$ cat src/rtl/spi_master_shifter.sv
// SPI mode-0, MSB-first shift engine driven by the divider tick.
// One word per frame on a valid/ready handshake; received word strobed out.
module spi_master_shifter #(
   parameter int DATA_WIDTH = 8
) (
   input  logic                  clk,
   input  logic                  rst,
   input  logic                  spi_clk_en,
   input  logic [DATA_WIDTH-1:0] tx_data,
   input  logic                  tx_valid,
   output logic                  tx_ready,
   output logic [DATA_WIDTH-1:0] rx_data,
   output logic                  rx_valid,
   output logic                  busy,
   output logic                  sclk,
   output logic                  mosi,
   input  logic                  miso,
   output logic                  cs_n
);

   localparam int CW = $clog2(DATA_WIDTH);
   localparam logic [CW-1:0] LAST = CW'(DATA_WIDTH - 1);

   typedef enum logic [1:0] {
      IDLE,
      SETUP,
      SHIFT,
      HOLD
   } state_t;

   state_t                state, state_nx;
   logic [DATA_WIDTH-1:0] tx_sr, tx_sr_nx;
   logic [DATA_WIDTH-1:0] rx_sr, rx_sr_nx;
   logic [DATA_WIDTH-1:0] rx_data_nx;
   logic [CW-1:0]         bit_cnt, bit_cnt_nx;
   logic                  sclk_nx, mosi_nx, cs_n_nx, rx_valid_nx;

   assign tx_ready = (state == IDLE) & ~rst;
   assign busy     = (state != IDLE);

   always_comb begin
      state_nx    = state;
      tx_sr_nx    = tx_sr;
      rx_sr_nx    = rx_sr;
      rx_data_nx  = rx_data;
      bit_cnt_nx  = bit_cnt;
      sclk_nx     = sclk;
      mosi_nx     = mosi;
      cs_n_nx     = cs_n;
      rx_valid_nx = 1'b0;
      unique case (state)
         IDLE: begin
            if (tx_valid && tx_ready) begin
               tx_sr_nx   = tx_data;
               mosi_nx    = tx_data[DATA_WIDTH-1];
               cs_n_nx    = 1'b0;
               bit_cnt_nx = '0;
               state_nx   = SETUP;
            end
         end
         SETUP: begin
            if (spi_clk_en) state_nx = SHIFT;
         end
         SHIFT: begin
            if (spi_clk_en) begin
               sclk_nx = ~sclk;
               // rising tick samples MISO, falling tick advances MOSI
               if (!sclk) begin
                  rx_sr_nx = {rx_sr[DATA_WIDTH-2:0], miso};
               end else if (bit_cnt == LAST) begin
                  state_nx = HOLD;
               end else begin
                  tx_sr_nx   = tx_sr << 1;
                  mosi_nx    = tx_sr[DATA_WIDTH-2];
                  bit_cnt_nx = bit_cnt + 1'b1;
               end
            end
         end
         HOLD: begin
            if (spi_clk_en) begin
               cs_n_nx     = 1'b1;
               mosi_nx     = 1'b0;
               rx_data_nx  = rx_sr;
               rx_valid_nx = 1'b1;
               state_nx    = IDLE;
            end
         end
         default: state_nx = IDLE;
      endcase
   end

   always_ff @(posedge clk) begin
      if (rst) begin
         state    <= IDLE;
         tx_sr    <= '0;
         rx_sr    <= '0;
         rx_data  <= '0;
         bit_cnt  <= '0;
         sclk     <= 1'b0;
         mosi     <= 1'b0;
         cs_n     <= 1'b1;
         rx_valid <= 1'b0;
      end else begin
         state    <= state_nx;
         tx_sr    <= tx_sr_nx;
         rx_sr    <= rx_sr_nx;
         rx_data  <= rx_data_nx;
         bit_cnt  <= bit_cnt_nx;
         sclk     <= sclk_nx;
         mosi     <= mosi_nx;
         cs_n     <= cs_n_nx;
         rx_valid <= rx_valid_nx;
      end
   end

endmodule

$ cat config.mk
export PLATFORM = sky130hd
export DESIGN_NAME = spi_master_shifter
export DESIGN_NICKNAME = d
export VERILOG_FILES = /design/src/rtl/spi_master_shifter.sv
export SDC_FILE = /design/constraint.sdc
export NUM_CORES = 1
export LEC_CHECK = 0
export ABC_AREA = 1
export CORE_UTILIZATION = 45
export CTS_CLUSTER_DIAMETER = 120
export CTS_CLUSTER_SIZE = 16
export DETAILED_ROUTE_END_ITERATION = 8
export PLACE_DENSITY = 0.73
export RECOVER_POWER = 25
export SYNTH_ARGS = -nofsm -noshare
export SYNTH_HDL_FRONTEND = slang
export SYNTH_SLANG_ARGS = --single-unit
$ cat constraint.sdc
create_clock -name clk -period 1.57 [get_ports clk]
set_input_delay 0.314 -clock clk [delete_from_list [all_inputs] [get_ports clk]]
set_output_delay 0.314 -clock clk [all_outputs]
set_load 0.02 [all_outputs]
==> metrics.txt, run 1 <==
initial core utilization 0.489; pre-CTS setup slack -0.246 ns; Critical Path RT around 1.3 ns; Worst-path clk slew about 0.10 ns; fin. max-slew vios 0; Clock Skew between 0.003 and 0.004 ns; crit path capture type output pin; initial DRC count 33; Max VDD drop 0.829 mV; syn_nets 236; clk sinks 32; Hold Fails Final Rpt 0; TNS Setup 0 ns; P_leak ~0.0010 uW; DRC errors left 0; H-tree Lvls 2; worst skew pair latency around 0.33 ns; ant diodes 0; GP Congestion about 0.77; hpwl dp between 2 and 2.5 mm; Tcrit/Tclk final 0.969; Crit Path Category flip-flop to output pin; FF/Latch Area between 600 and 700 um^2; area of the mapped netlist roughly 1500 um^2; pwr/cell area approximately 1600 nW/um^2; worst-margin pin slew between 0.3 and 0.4 ns; area of the multi-input gates between 800 and 900 um^2; crit path DAT 1.21 ns; startpoint types flip-flop; core box area ~3100 um^2; RSZ-0062 raised after global routing true; placed inst area approximately 1900 um^2; top-level port count 27; initial antenna violation count 0; Distinct cells, synth 21; worst setup margin between 0.04 and 0.05 ns; CTS tree yes; hold_ws between 0.4 and 0.5 ns; largest net degree at the start of global routing 31; outcome completed; utilization of the core after routing 0.650; number of I/O port buffers 26; Routed WL about 3.1 mm; worst-path maximum fanout 2; Pre-antenna DRT Iters 4; Die Y around 60 um; max-cap violations 0; # nets final 280; first-pass GRT wire length roughly 5 mm; vias in the first global route approximately 1,200; vias per std cell around 4.7; relative slew slack 0.792; Root Buffer clkbuf_4; share of layout cells above drive strength 1 0.173; total gr overflow 0; clk buf depth 2; Fill cells between 300 and 400; die area 3640 um^2; cell area after layout approximately 2000 um^2; vias after detailed routing ~1,400; #FFs+latches synth 32; synth warn 0; Peak Freq ~660 MHz; global-route usage over all layers 0.193; wire per inst 10.2 um; Cells after Synth 215; Seq/Total Area, Yosys 0.419; Avg Inst Size Synth 7.12 um^2; HP Class flip-flop to flip-flop; cts bufs inserted 5; ANT nets after route 0; fin crit period about 1.5 ns; Die X ~60 um; num rows 20; Setup violations, final 0; Area Growth Syn to Fin 33.0%
## routing by layer
layer | vias to the layer above | track usage | part of all wire | wire length, um
met5 | - | 0 | 0 | 0
met4 | 0 | 0.130 | 0.029 | 89
met3 | 8 | 0.0476 | 0.045 | 140
met2 | 29 | 0.290 | 0.44 | 1360
met1 | 628 | 0.242 | 0.49 | 1500
li1 | 761 | - | - | -
## repair_timing
action | in CTS | in global routing
cloned | 0 | 1
buffers inserted | 0 | 1
endpoints found under the setup margin | 19 | 14
hold buffers | 0 | 0
gates resized for setup | 24 | 9
pin swaps | 0 | 3
## where the power goes
group          leakage [uW]  internal (uW)  switching (uW)
combinational      0.000702            660             872
clock             0.0000422            334             279
sequential         0.000262            983            85.9
## cell usage after synthesis
cell type / instances / area (um^2)
a21oi_1: 8 / 40.0
a21oi_2: 3 / 26.3
a21oi_4: 1 / 16.3
buf_1: 1 / 3.75
buf_2: 2 / 10.0
buf_6: 2 / 22.5
clkbuf_1: 2 / 7.51
clkinv_1: 1 / 3.75
dfxtp_1: 32 / 641
ha_1: 8 / 100
inv_1: 15 / 56.3
inv_2: 3 / 11.3
inv_8: 1 / 11.3
nand2_1: 38 / 143
nand3_1: 15 / 75.1
nand3b_1: 1 / 7.51
nor2_1: 61 / 229
nor2_2: 1 / 6.26
nor2_4: 3 / 33.8
o21ai_0: 16 / 80.1
or2_1: 1 / 6.26
## critical path, stage by stage (launching register included)
cell     delay, ns
dfxtp_1       0.32
inv_1         0.10
ha_4          0.14
inv_1         0.05
nor2_2        0.13
buf_6         0.13
## path summary, 6_finish.rpt
| path | start | to | slack, ns | cells past startpoint |
|---|---|---|---|---|
| worst min register to register | cs_n$_SDFFE_PP1P_ | cs_n$_SDFFE_PP1P_ | 0.47 | 2 |
| worst max register to register | state[1]$_SDFFE_PP0P_ | state[0]$_SDFFE_PP0P_ | 0.08 | 9 |
| worst min-delay path | cs_n$_SDFFE_PP1P_ | cs_n$_SDFFE_PP1P_ | 0.47 | 2 |
| worst max-delay path | state[1]$_SDFFE_PP0P_ | tx_ready | 0.05 | 5 |
## per-stage QoR
stage | total power, uW | instances
6_report | 3210 | 304
5_1_grt | 3470 | 304
4_1_cts | 3130 | 302
3_5_place_dp | 2540 | 294
3_3_place_gp | 2500 | 294
2_1_floorplan | 2060 | 215
## layout make-up
cell class              instances  area share
clock buffers                   6      0.0203
clock inverters                 2      0.0172
inverters                      20      0.0406
multi-input cells             157       0.394
flip-flops and latches         32       0.315
well taps                      44      0.0271
repair buffers                 43       0.185
## placed cells by master (no fill, tap or decap), types with 2 or more instances in the layout
| cell type | Yosys | routed |
|---|---|---|
| nand3_1 | 15 | 15 |
| clkbuf_1 | 2 | 3 |
| inv_1 | 15 | 14 |
| ha_1 | 8 | 6 |
| nor2_2 | 1 | 2 |
| inv_2 | 3 | 4 |
| buf_6 | 2 | 2 |
| dlygate4sd2_1 | 0 | 11 |
| a21oi_1 | 8 | 8 |
| nor2_4 | 3 | 5 |
| clkbuf_4 | 0 | 5 |
| nand2_1 | 38 | 37 |
| a21oi_2 | 3 | 3 |
| clkdlybuf4s50_1 | 0 | 12 |
| buf_4 | 0 | 14 |
| nor2_1 | 61 | 59 |
| o21ai_0 | 16 | 16 |
| dfxtp_1 | 32 | 31 |
## state kept, by name (all words and copies together), names as in the netlist
name,cells
rx_data,8
state,2
rx_sr,8
rx_valid,1
sclk,1
mosi,1
bit_cnt,3
tx_sr,7
cs_n,1
## kinds of logic (layout without fill, tap and decap cells)
group | count (synthesis) | count (layout) | share of synthesized area
buffers and inverters | 27 | 71 | 0.0826
AOI/OAI and AO/OA | 28 | 28 | 0.106
and+or+nand+nor | 120 | 121 | 0.327
adders and majority gates | 8 | 8 | 0.0654
DFF | 32 | 32 | 0.419
Power figures use the tool's default switching activity.
==> inputs of run 2 (changes only) <==
Settings changed: ABC_AREA 1 to not set.
==> metrics.txt, run 2 <==
#FFs+latches synth 32; outcome complete, but fails checks; Area Growth Syn to Fin 37.5%; P_leak slightly below 0.0009 uW; Tcrit/Tclk final 1.06; biggest regs rx_data (8), rx_sr (8), tx_sr (7); crit path capture type flip-flop; Crit Path Category flip-flop to flip-flop; HP Class flip-flop to flip-flop; Worst-path clk slew 0.10 ns; EDFF count, synth 0; FF/Latch Area between 600 and 700 um^2; ANT nets after route 0; Distinct cells, synth 28; H-tree Lvls 2; relative slew slack 0.779; fin crit period 1.67 ns; core box area between 3000 and 4000 um^2; pwr/cell area between 1500 and 2000 nW/um^2; vias after detailed routing 1,254; WHS Path Cells 2; fin. max-slew vios 0; cts hold-fix bufs 0; share of layout cells above drive strength 1 0.272; Critical Path Start state[1]$_SDFFE_PP0P_; top-level port count 27; initial DRC count 32; area of the multi-input gates around 860 um^2; Hold Fails Final Rpt 0; worst r2r path cells 6; global-route usage over all layers 0.203; hold_ws ~0.46 ns; num rows 20; Die Y 59.4 um; Fill cells 269; Seq/Total Area, Yosys 0.432; min-delay src rx_data[4]$_SDFFE_PP0P_; RSZ-0062 raised after global routing true; post-synth top area share 0.432; Cells after Synth approximately 160; hpwl dp about 2.2 mm; prevailing post-synth register cell dfxtp_1; vias in the first global route 1,211; vias per std cell 5.10; # nets final roughly 220; Pre-antenna DRT Iters 4; area of the mapped netlist around 1500 um^2; syn_nets 180; Avg Inst Size Synth about 9.3 um^2; startpoint types flip-flop; most common cell after layout, fill and taps aside dfxtp_1; synth cell count leaders dfxtp_1, nor2_1, a21oi_1; most frequent cell after synthesis dfxtp_1; Setup violations, final 11; max-cap violations 0; violated checks negative setup slack; dominant cells by area after synthesis dfxtp_1, mux2i_1, ha_1, a21oi_1, a211oi_2; number of I/O port buffers 26; first-pass GRT wire length just over 5 mm; cts bufs inserted 5; synth warn 0; DRC errors left 0; biggest area consumer among synthesized cells dfxtp_1; crit path DAT 1.90 ns; worst-path maximum fanout 6; r2r endpoint state[0]$_SDFFE_PP0P_; worst skew pair latency between 0.3 and 0.4 ns; clk buf depth 2; R2R Path Start state[1]$_SDFFE_PP0P_; initial core utilization 0.481; clk sinks 32; wire per inst approximately 13 um; worst setup margin -0.0957 ns; Critical Path RT around 1.8 ns; async set or reset register ratio after synthesis 0; GP Congestion just over 0.8; Peak Freq roughly 600 MHz; largest net degree at the start of global routing 31; CTS tree yes; commonest cells after routing, fill and taps aside dfxtp_1, nor2_1, a21oi_1; Max VDD drop about 0.94 mV; Routed WL 3.24 mm; worst-margin pin slew between 0.3 and 0.4 ns; ant diodes 0; initial antenna violation count 0; Tot Pwr about 3100 uW; die area between 3000 and 4000 um^2; Clock Skew 0.00374 ns; Die X 59.4 um; WHS Endpoint rx_data[4]$_SDFFE_PP0P_; Root Buffer clkbuf_4; total gr overflow 0; R2R Setup Slk -0.1 ns
-- run 2: cell count changes after synthesis, sizes merged, moves of 2 or more --
cell    delta
a211oi     +7
a21oi      +5
a221oi     +2
buf        +2
inv       -14
mux2i     +15
nand2     -23
nand2b     +8
nand3      -5
nand3b     +2
nor2      -46
o21ai     -15
-- run 2: critical path: stages, from the launching register on --
cell	delay, ns
dfxtp_1	0.33
buf_4	0.15
ha_4	0.17
nor2b_4	0.14
a21o_1	0.16
or4_1	0.47
o211a_1	0.14
-- run 2: power by group --
group | leakage, uW | total [uW] | internal [uW] | switching (uW)
Combinational | 0.000575 | 1610 | 787 | 819
Sequential | 0.000261 | 1050 | 958 | 88.2
Clock | 0.0000380 | 489 | 213 | 276
-- run 2: repair_timing --
item / CTS / global route
setup endpoints to repair: 25 / 31
buffers inserted: 2 / 0
cloned: 1 / 0
pin swaps: 0 / 8
resized for setup: 25 / 22
-- run 2: worst max path at each step --
stage                         endpoint  slack, ns  cells after the start
3_3_place_gp                  tx_ready      -0.28                      3
3_5_place_dp     state[0]$_SDFFE_PP0P_      -0.33                      5
2_1_floorplan    state[0]$_SDFFE_PP0P_      -0.09                      7
4_1_cts          tx_sr[5]$_SDFFE_PP0P_      -0.18                      8
6_report         state[0]$_SDFFE_PP0P_       -0.1                      6
5_1_grt        bit_cnt[0]$_SDFFE_PP0P_      -0.14                      7
-- run 2: area by class of cell --
cell class	instances	share of cell area
timing repair buffer	45	0.192
sequential	32	0.316
inverter	5	0.0104
multi-input combinational	112	0.424
clock buffer	6	0.0252
tap	44	0.0270
clock inverter	2	0.00491
-- run 2: cell families (layout without fill, tap and decap cells) --
group                      Yosys count  count (layout)  share of synthesized area
AOI/OAI and AO/OA                   31              31                      0.155
adders and majority gates            8               8                     0.0676
buffers and inverters               15              58                     0.0507
DFF                                 32              32                      0.432
muxes                               15              15                      0.101
and+or+nand+nor                     58              58                      0.193
-- run 2: stage by stage --
stage | TNS [ns] | cell area [um^2] | util | cells | worst slack, ns
6_report | -0.681 | 2040 | 0.662 | 246 | -0.0957
5_1_grt | -1.52 | 2040 | 0.662 | 246 | -0.142
4_1_cts | -1.72 | 2010 | 0.652 | 248 | -0.184
3_5_place_dp | -6.85 | 1900 | 0.618 | 237 | -0.334
3_3_place_gp | -5.50 | 1900 | 0.618 | 237 | -0.276
2_1_floorplan | -0.0858 | 1500 | - | 159 | -0.0858
-- run 2: routing by layer --
| layer | wire [um] | vias up | global-route usage |
|---|---|---|---|
| met2 | 1620 | 29 | 0.363 |
| met5 | 0 | - | 0 |
| li1 | - | 634 | - |
| met1 | 1410 | 584 | 0.212 |
| met3 | 134 | 7 | 0.0764 |
| met4 | 76 | 0 | 0.0850 |
